===== src/rtl/regfile_ctrl_pkg.sv =====
// Shared register-file constants for the NPC core (RV32E).
package regfile_ctrl_pkg;

  localparam int unsigned RF_IDX_W    = 4;
  localparam int unsigned RF_NUM_REGS = 16;
  localparam int unsigned RF_ZERO_IDX = 0;
  localparam int unsigned RF_DATA_W   = 32;

endpackage


===== src/rtl/regfile_ctrl_wb_arbiter.sv =====
// Arbitrates EXU/LSU writebacks onto the single register-file write port,
// LSU first, with a starvation counter that eventually forces an EXU grant.
module regfile_ctrl_wb_arbiter
  import regfile_ctrl_pkg::*;
#(
  parameter int unsigned REGS_DIG   = RF_IDX_W,
  parameter int unsigned STARVE_MAX = 3
) (
  input  logic                 clk,
  input  logic                 rst,
  input  logic                 exu_wb_valid,
  input  logic [REGS_DIG-1:0]  exu_wb_rd,
  input  logic [RF_DATA_W-1:0] exu_wb_data,
  input  logic                 lsu_wb_valid,
  input  logic [REGS_DIG-1:0]  lsu_wb_rd,
  input  logic [RF_DATA_W-1:0] lsu_wb_data,
  output logic                 exu_wb_ready,
  output logic                 lsu_wb_ready,
  output logic [REGS_DIG-1:0]  rd,
  output logic                 reg_write,
  output logic [RF_DATA_W-1:0] result
);

  localparam int unsigned CNT_W = 2;

  logic [CNT_W-1:0] starve_cnt;
  logic             force_exu;

  assign force_exu    = (starve_cnt == CNT_W'(STARVE_MAX));
  assign lsu_wb_ready = lsu_wb_valid && !force_exu;
  assign exu_wb_ready = exu_wb_valid && (!lsu_wb_valid || force_exu);

  // Count consecutive EXU refusals; any EXU grant restarts the count.
  always_ff @(posedge clk or posedge rst) begin
    if (rst) begin
      starve_cnt <= '0;
    end else if (exu_wb_valid && exu_wb_ready) begin
      starve_cnt <= '0;
    end else if (exu_wb_valid) begin
      starve_cnt <= starve_cnt + CNT_W'(1);
    end
  end

  // Write-port mux: the granted channel drives the port, otherwise all zero.
  always_comb begin
    rd        = '0;
    result    = '0;
    reg_write = 1'b0;
    if (lsu_wb_ready) begin
      rd        = lsu_wb_rd;
      result    = lsu_wb_data;
      reg_write = 1'b1;
    end else if (exu_wb_ready) begin
      rd        = exu_wb_rd;
      result    = exu_wb_data;
      reg_write = 1'b1;
    end
  end

endmodule


===== src/rtl/regfile_ctrl.sv =====
// Register-file controller: busy scoreboard, issue hazard check, writeback
// arbitration onto the single write port, idle and sticky protocol error.
module regfile_ctrl
  import regfile_ctrl_pkg::*;
#(
  parameter int unsigned REGS_DIG   = RF_IDX_W,
  parameter int unsigned STARVE_MAX = 3
) (
  input  logic                    clk,
  input  logic                    rst,
  input  logic                    issue_valid,
  input  logic [REGS_DIG-1:0]     issue_rs1,
  input  logic [REGS_DIG-1:0]     issue_rs2,
  input  logic [REGS_DIG-1:0]     issue_rd,
  input  logic                    issue_rd_we,
  output logic                    issue_ready,
  input  logic                    exu_wb_valid,
  input  logic [REGS_DIG-1:0]     exu_wb_rd,
  input  logic [RF_DATA_W-1:0]    exu_wb_data,
  input  logic                    lsu_wb_valid,
  input  logic [REGS_DIG-1:0]     lsu_wb_rd,
  input  logic [RF_DATA_W-1:0]    lsu_wb_data,
  output logic                    exu_wb_ready,
  output logic                    lsu_wb_ready,
  output logic [REGS_DIG-1:0]     rd,
  output logic                    reg_write,
  output logic [RF_DATA_W-1:0]    result,
  output logic [2**REGS_DIG-1:0]  busy,
  output logic                    idle,
  output logic                    err
);

  localparam logic [REGS_DIG-1:0] ZERO_IDX = REGS_DIG'(RF_ZERO_IDX);

  logic [2**REGS_DIG-1:0] busy_d;
  logic                   issue_fire;
  logic                   exu_fire;
  logic                   lsu_fire;
  logic                   err_set;

  regfile_ctrl_wb_arbiter #(
    .REGS_DIG  (REGS_DIG),
    .STARVE_MAX(STARVE_MAX)
  ) u_wb_arbiter (
    .clk         (clk),
    .rst         (rst),
    .exu_wb_valid(exu_wb_valid),
    .exu_wb_rd   (exu_wb_rd),
    .exu_wb_data (exu_wb_data),
    .lsu_wb_valid(lsu_wb_valid),
    .lsu_wb_rd   (lsu_wb_rd),
    .lsu_wb_data (lsu_wb_data),
    .exu_wb_ready(exu_wb_ready),
    .lsu_wb_ready(lsu_wb_ready),
    .rd          (rd),
    .reg_write   (reg_write),
    .result      (result)
  );

  assign exu_fire   = exu_wb_valid && exu_wb_ready;
  assign lsu_fire   = lsu_wb_valid && lsu_wb_ready;
  assign issue_fire = issue_valid && issue_ready;

  // Hazard check against registered busy only; no writeback bypass.
  assign issue_ready = !(busy[issue_rs1] | busy[issue_rs2] | (issue_rd_we & busy[issue_rd]));

  assign idle = (busy == '0) && !exu_wb_valid && !lsu_wb_valid;

  // Next scoreboard: clears from writebacks first so a same-index set wins.
  always_comb begin
    busy_d = busy;
    if (exu_fire) busy_d[exu_wb_rd] = 1'b0;
    if (lsu_fire) busy_d[lsu_wb_rd] = 1'b0;
    if (issue_fire && issue_rd_we && (issue_rd != ZERO_IDX)) busy_d[issue_rd] = 1'b1;
    busy_d[RF_ZERO_IDX] = 1'b0;
  end

  // Protocol violations: write to x0, write to a non-busy tag, dual write same tag.
  always_comb begin
    err_set = 1'b0;
    if (exu_fire && ((exu_wb_rd == ZERO_IDX) || !busy[exu_wb_rd])) err_set = 1'b1;
    if (lsu_fire && ((lsu_wb_rd == ZERO_IDX) || !busy[lsu_wb_rd])) err_set = 1'b1;
    if (exu_fire && lsu_fire && (exu_wb_rd == lsu_wb_rd)) err_set = 1'b1;
  end

  // Scoreboard and sticky error registers.
  always_ff @(posedge clk or posedge rst) begin
    if (rst) begin
      busy <= '0;
      err  <= 1'b0;
    end else begin
      busy <= busy_d;
      if (err_set) err <= 1'b1;
    end
  end

endmodule

===== config.mk =====
export PLATFORM = sky130hd
export DESIGN_NAME = regfile_ctrl
export DESIGN_NICKNAME = d
export VERILOG_FILES = /design/src/rtl/regfile_ctrl_pkg.sv /design/src/rtl/regfile_ctrl_wb_arbiter.sv /design/src/rtl/regfile_ctrl.sv
export SDC_FILE = /design/constraint.sdc
export NUM_CORES = 1
export LEC_CHECK = 0
export BUFFER_PORTS_ARGS = -buffer_cell sky130_fd_sc_hd__buf_2
export CORE_MARGIN = 5
export CORE_UTILIZATION = 49
export DETAILED_ROUTE_END_ITERATION = 8
export GPL_ROUTABILITY_DRIVEN = 0
export PLACE_DENSITY = 0.88
export SLEW_MARGIN = 40
export SYNTH_ARGS = -nofsm -noshare
export SYNTH_HDL_FRONTEND = slang
export SYNTH_HIERARCHICAL = 1
export SYNTH_SLANG_ARGS = --single-unit

===== constraint.sdc =====
create_clock -name clk -period 6.35 [get_ports clk]
set_clock_uncertainty 0.2 [all_clocks]
set_input_delay 0.9525 -clock clk [delete_from_list [all_inputs] [get_ports clk]]
set_output_delay 0.9525 -clock clk [all_outputs]
set_load 0.02 [all_outputs]

Word-level counts from Yosys, hierarchy flattened. Cells that the tools add are included.

Register bits after elaboration: 18. Input port bits: 90. Logic and storage cells: 82. Output and inout port bits: 58.

Reductions and logical operators: 30. $add $sub $neg: 1. $lt $le $gt $ge: 8. Muxes and demuxes: 30. Bitwise gates (word level): 8. Equal/unequal tests: 2.

Operators with widths (number): $mux 32 (2); $mux 16 (3); $and 16x16->16 (2); $not 16->16 (2); $lt 4x5->1 const B (5); $bmux 1 s4 (5); $logic_and 1x1->1 (16); $logic_not 16->1 (1); $or 16x16->16 (1); $mux 1 (13); $demux 1 s4 (3); $ge 4x1->1 const B (3); $logic_not 4->1 (2); $mux 4 (2); $logic_not 1->1 (6); $eq 4x4->1 (1); $mux 2 (2); $reduce_bool 4->1 (1); $logic_or 1x1->1 (3); $add 2x1->2 const B (1); $eq 2x2->1 const B (1); $or 1x1->1 (2); $reduce_bool 2->1 (1); $and 1x1->1 (1).

Logic depth before layout (Yosys ltp).
Word-level depth: 11. Depth in mapped cells: 9. Mapped depth without buffers: 8.

Modules after synthesis. Netlist, hierarchy kept.

By module, submodules not included: regfile_ctrl (sequential area each 400.4 um^2, cells an instance 201, instances 1, area an instance 1783.0 um^2); regfile_ctrl_wb_arbiter (sequential area each 50.0 um^2, cells an instance 136, instances 1, area an instance 849.6 um^2).

Worst setup path after synthesis. No wires, ideal clock.

Kind: input port to output port. Start: input issue_rs2[1]. End: output issue_ready. Arrival: 2528 ps. Cell stages on the path: 6. Data required time: 5197 ps. Buffers on the path: 2. Path slack: 2669 ps. Path through: buf_2 -> mux4_2 -> o22a_1 -> o31ai_2 -> buf_4 -> nor2b_1.

Longest elaborated chain between the ends: 5.

Ends and longest elaborated chain: start: declaration (line regfile_ctrl.sv:13) `input logic [REGS_DIG-1:0] issue_rs2,`; $bmux 1 s4 (line regfile_ctrl.sv:65) `assign issue_ready = !(busy[issue_rs1] | busy[issue_rs2] | (issue_rd_we & busy[issue_rd]));`; $mux 1 (not written as such) (line regfile_ctrl.sv:65); $or 1x1->1 (2 in series) (line regfile_ctrl.sv:65); $logic_not 1->1 (line regfile_ctrl.sv:65); end: declaration (line regfile_ctrl.sv:16) `output logic issue_ready,`.

No other way between the ends. The select of a mux whose other input is x is not followed.

Worst setup path in the final report.
Start: input issue_rd[1]. End: output issue_ready.

Longest elaborated chain between the ends: 5.

Ends and longest elaborated chain: start: declaration (line regfile_ctrl.sv:14) `input logic [REGS_DIG-1:0] issue_rd,`; $bmux 1 s4 (line regfile_ctrl.sv:65); $mux 1 (not written as such) (line regfile_ctrl.sv:65); $and 1x1->1 (line regfile_ctrl.sv:65); $or 1x1->1 (line regfile_ctrl.sv:65); $logic_not 1->1 (line regfile_ctrl.sv:65).

No other way between the ends. The select of a mux whose other input is x is not followed.

==> qor.yml <==
cts.clk_slew.worst_paths_ns: 0.07
vias: 3218
synthTopCellsByArea: "dfrtp_1 17%, nand3b_1 11%, mux4_2 9.4%"
cts_hold_buf: 0
p_seq_frac: 0.318
firstDrtPassIters: 5
yosys_warnings: 6
syn2layout_area_growth_pct: 26.4
die_w_um: 83.3
routed_via_density: 6.12
grt_pass1_vias: 2901
drive_gt1_frac: 0.401
crit_fanout: 16
die_h_um: 83.3
fp.coreArea_mm2: 0.00517
ff2ff_setup_slack_ns: 3.57
grt_pass1_wl_um: 14800
fin_ws_ns: 2.40
cp-start-kind: "input pin"
path_class: "in -> out"
insertion_delay_ns: 0.25
tns_ns: 0
maxSlewHeadroom: 0.511
cts_num_sinks: 18
cts_root_buf: "clkbuf_8"
p_clk_frac: 0.127
rsz0062_at_grt: "no"
ys_top_cells_by_count: "54 x nand2_1, 39 x nand3b_1, 28 x o21ai_1, 19 x nand3_1, 18 x dfrtp_1"
ioPinCount: 148
ys_ff_latch: 18
yosys.cell_types.count: 46
final_nets: 549
cts_setup_buffers: 0
synth-async-reset-ratio: 1.00
worstPathArrival_ns: 2.80
cts_resized: 0
min_period_over_period: 0.623
setup_viol_count_final: 0
worst-r2r-cell-count: 8
ir_drop_uv: 172
cp-endpoint: "issue_ready"
swShare: 0.474
run_status: "finished, final reports clean"
tritoncts: "done"
post_dp_cell_area_mm2: 0.00326
drc: 0
grt_max_degree: 46
fin_crit_ns: 3.95
dieArea_mm2: 0.00694
cp-end-kind: "output pin"
port_buffers: 146
grt.total_usage: 0.252
yosysSeqAreaShare: 0.171
fmax_ghz: 0.253
synth_top_area_cell: "dfrtp_1"
postRouteAntennaNets: 0
r2r_end: "err"
yosys.cell_count.top_type: "nand2_1"
synth_area_mm2: 0.00263
drv_slew: 0
crit_start: "issue_rd[1]"
p_leak_nw: 1.54
p_int_w: 0.000328
r2r-start: "u_wb_arbiter/starve_cnt[0]"
hold_slack_ns: 0.288
stdcell_area_mm2: 0.00333
crit_required_ns: 5.20
routed_wl_um: 9410
netlist_instances: 337
grt_antenna_before_repair: 0
tightest_slew_ns: 0.734
hpwl_um: 6860
synth_edf_count: 0
hold_class: "reg -> reg"
synthesis.nets: 428
synth_top_area_share: 0.171
n_antenna_cell: 0
drt-initial-drc-count: 327
clockBufferDepth: 2
p_per_area_mw_per_mm2: 188
grt.overflow.total: 0
h-tree-depth: 1
start_util: 0.509
place_worst_setup_slack_ns: 2.41
cts-buffers-inserted: 3
fill_cells: 436
p_switching_w: 0.000296
wire_per_inst_um: 17.9
hold_viol: 0
ys.flop_type: "dfrtp_1"
syn_avg_cell_area_um2: 7.81
rows: 26
pwr-share-comb: 0.555
max_cap_violations: 0
per-layer routing:
layer  part of all wire  global-route usage  up-vias  wire length [um]
met1               0.38               0.324     1482              3540
li1                   -                   -     1493                 -
met2               0.50               0.423      211              4670
met5                  0                   0        -                 0
met4              0.026              0.0773        0               247
met3               0.10              0.0545       32               950
metrics by stage:
stage                      util  std cells  total power [W]
final                     0.643        526         0.000624
after detailed placement  0.630        522         0.000534
after global routing      0.643        526         0.000657
after global placement    0.629        522         0.000527
after floorplan               -        337         0.000416
after CTS                 0.638        525         0.000614
worst min path at each step:
stage | depth (start not counted) | start | to
floorplan | 1 | u_wb_arbiter/starve_cnt[0] | u_wb_arbiter/starve_cnt[0]
global placement | 1 | u_wb_arbiter/starve_cnt[0] | u_wb_arbiter/starve_cnt[0]
detailed placement | 1 | u_wb_arbiter/starve_cnt[0] | u_wb_arbiter/starve_cnt[0]
CTS | 1 | u_wb_arbiter/starve_cnt[0] | u_wb_arbiter/starve_cnt[0]
global route | 1 | u_wb_arbiter/starve_cnt[0] | u_wb_arbiter/starve_cnt[0]
finish | 1 | u_wb_arbiter/starve_cnt[0] | u_wb_arbiter/starve_cnt[0]
cell families after synthesis:
kind of cell               after synthesis  share of synthesized area
and+or+nand+nor                        169                      0.356
AOI/OAI and AO/OA                       81                      0.198
buffers and inverters                   38                     0.0870
muxes                                   25                      0.168
DFF                                     18                      0.171
xor gates and xnor gates                 4                     0.0133
adders and majority gates                1                    0.00475
other                                    1                    0.00142
worst max-delay path, stage by stage:
cell and delay [ns]:
buf_2 0.21, mux2_2 0.36, o311ai_0 0.35, a311oi_1 0.11, or3_4 0.52, nor2b_1 0.14, buf_2 0.17
sequential cells by signal, summed over array words and instances, names as in the netlist:
| name | cells |
|---|---|
| busy | 15 |
| u_wb_arbiter/starve_cnt | 2 |
| err | 1 |
area by class of cell:
class,count,area (um^2),share of cell area
clock buffer,3,41.3,0.0124
inverter,6,22.5,0.00677
multi-input combinational,281,1960,0.589
sequential,18,450,0.135
tap,70,87.6,0.0263
timing repair buffer,148,766,0.230
placed cells by master, fill, tap and decap left out, types with 2 or more instances in the layout:
cell type / Yosys / routed
nor2_1: 9 / 9
nand3_1: 19 / 19
nand2b_1: 3 / 3
o22ai_1: 3 / 3
mux2i_1: 7 / 7
nand2_1: 54 / 54
mux4_1: 3 / 3
nand4_1: 12 / 12
nor4_1: 4 / 4
and3_1: 4 / 4
nand3b_1: 39 / 39
o21ai_0: 14 / 14
inv_1: 6 / 6
mux2_2: 4 / 4
xor2_1: 4 / 4
nor3b_1: 2 / 2
nor3_1: 5 / 5
nor2b_1: 12 / 12
mux4_2: 11 / 11
o21ai_2: 12 / 12
dfrtp_1: 18 / 18
clkbuf_8: 0 / 3
a22oi_1: 12 / 12
a221oi_1: 2 / 2
o21ai_1: 28 / 28
a21oi_1: 3 / 2
buf_2: 8 / 146
power by group through the flow:
stage          registers (W)  clock network (W)  logic [W]
5_1_grt             0.000199          0.0000851   0.000373
6_report            0.000199          0.0000795   0.000346
4_1_cts             0.000193          0.0000787   0.000342
2_1_floorplan       0.000197                  0   0.000219
3_5_place_dp        0.000195                  0   0.000339
3_3_place_gp        0.000196                  0   0.000331
Power figures use the tool's default switching activity.
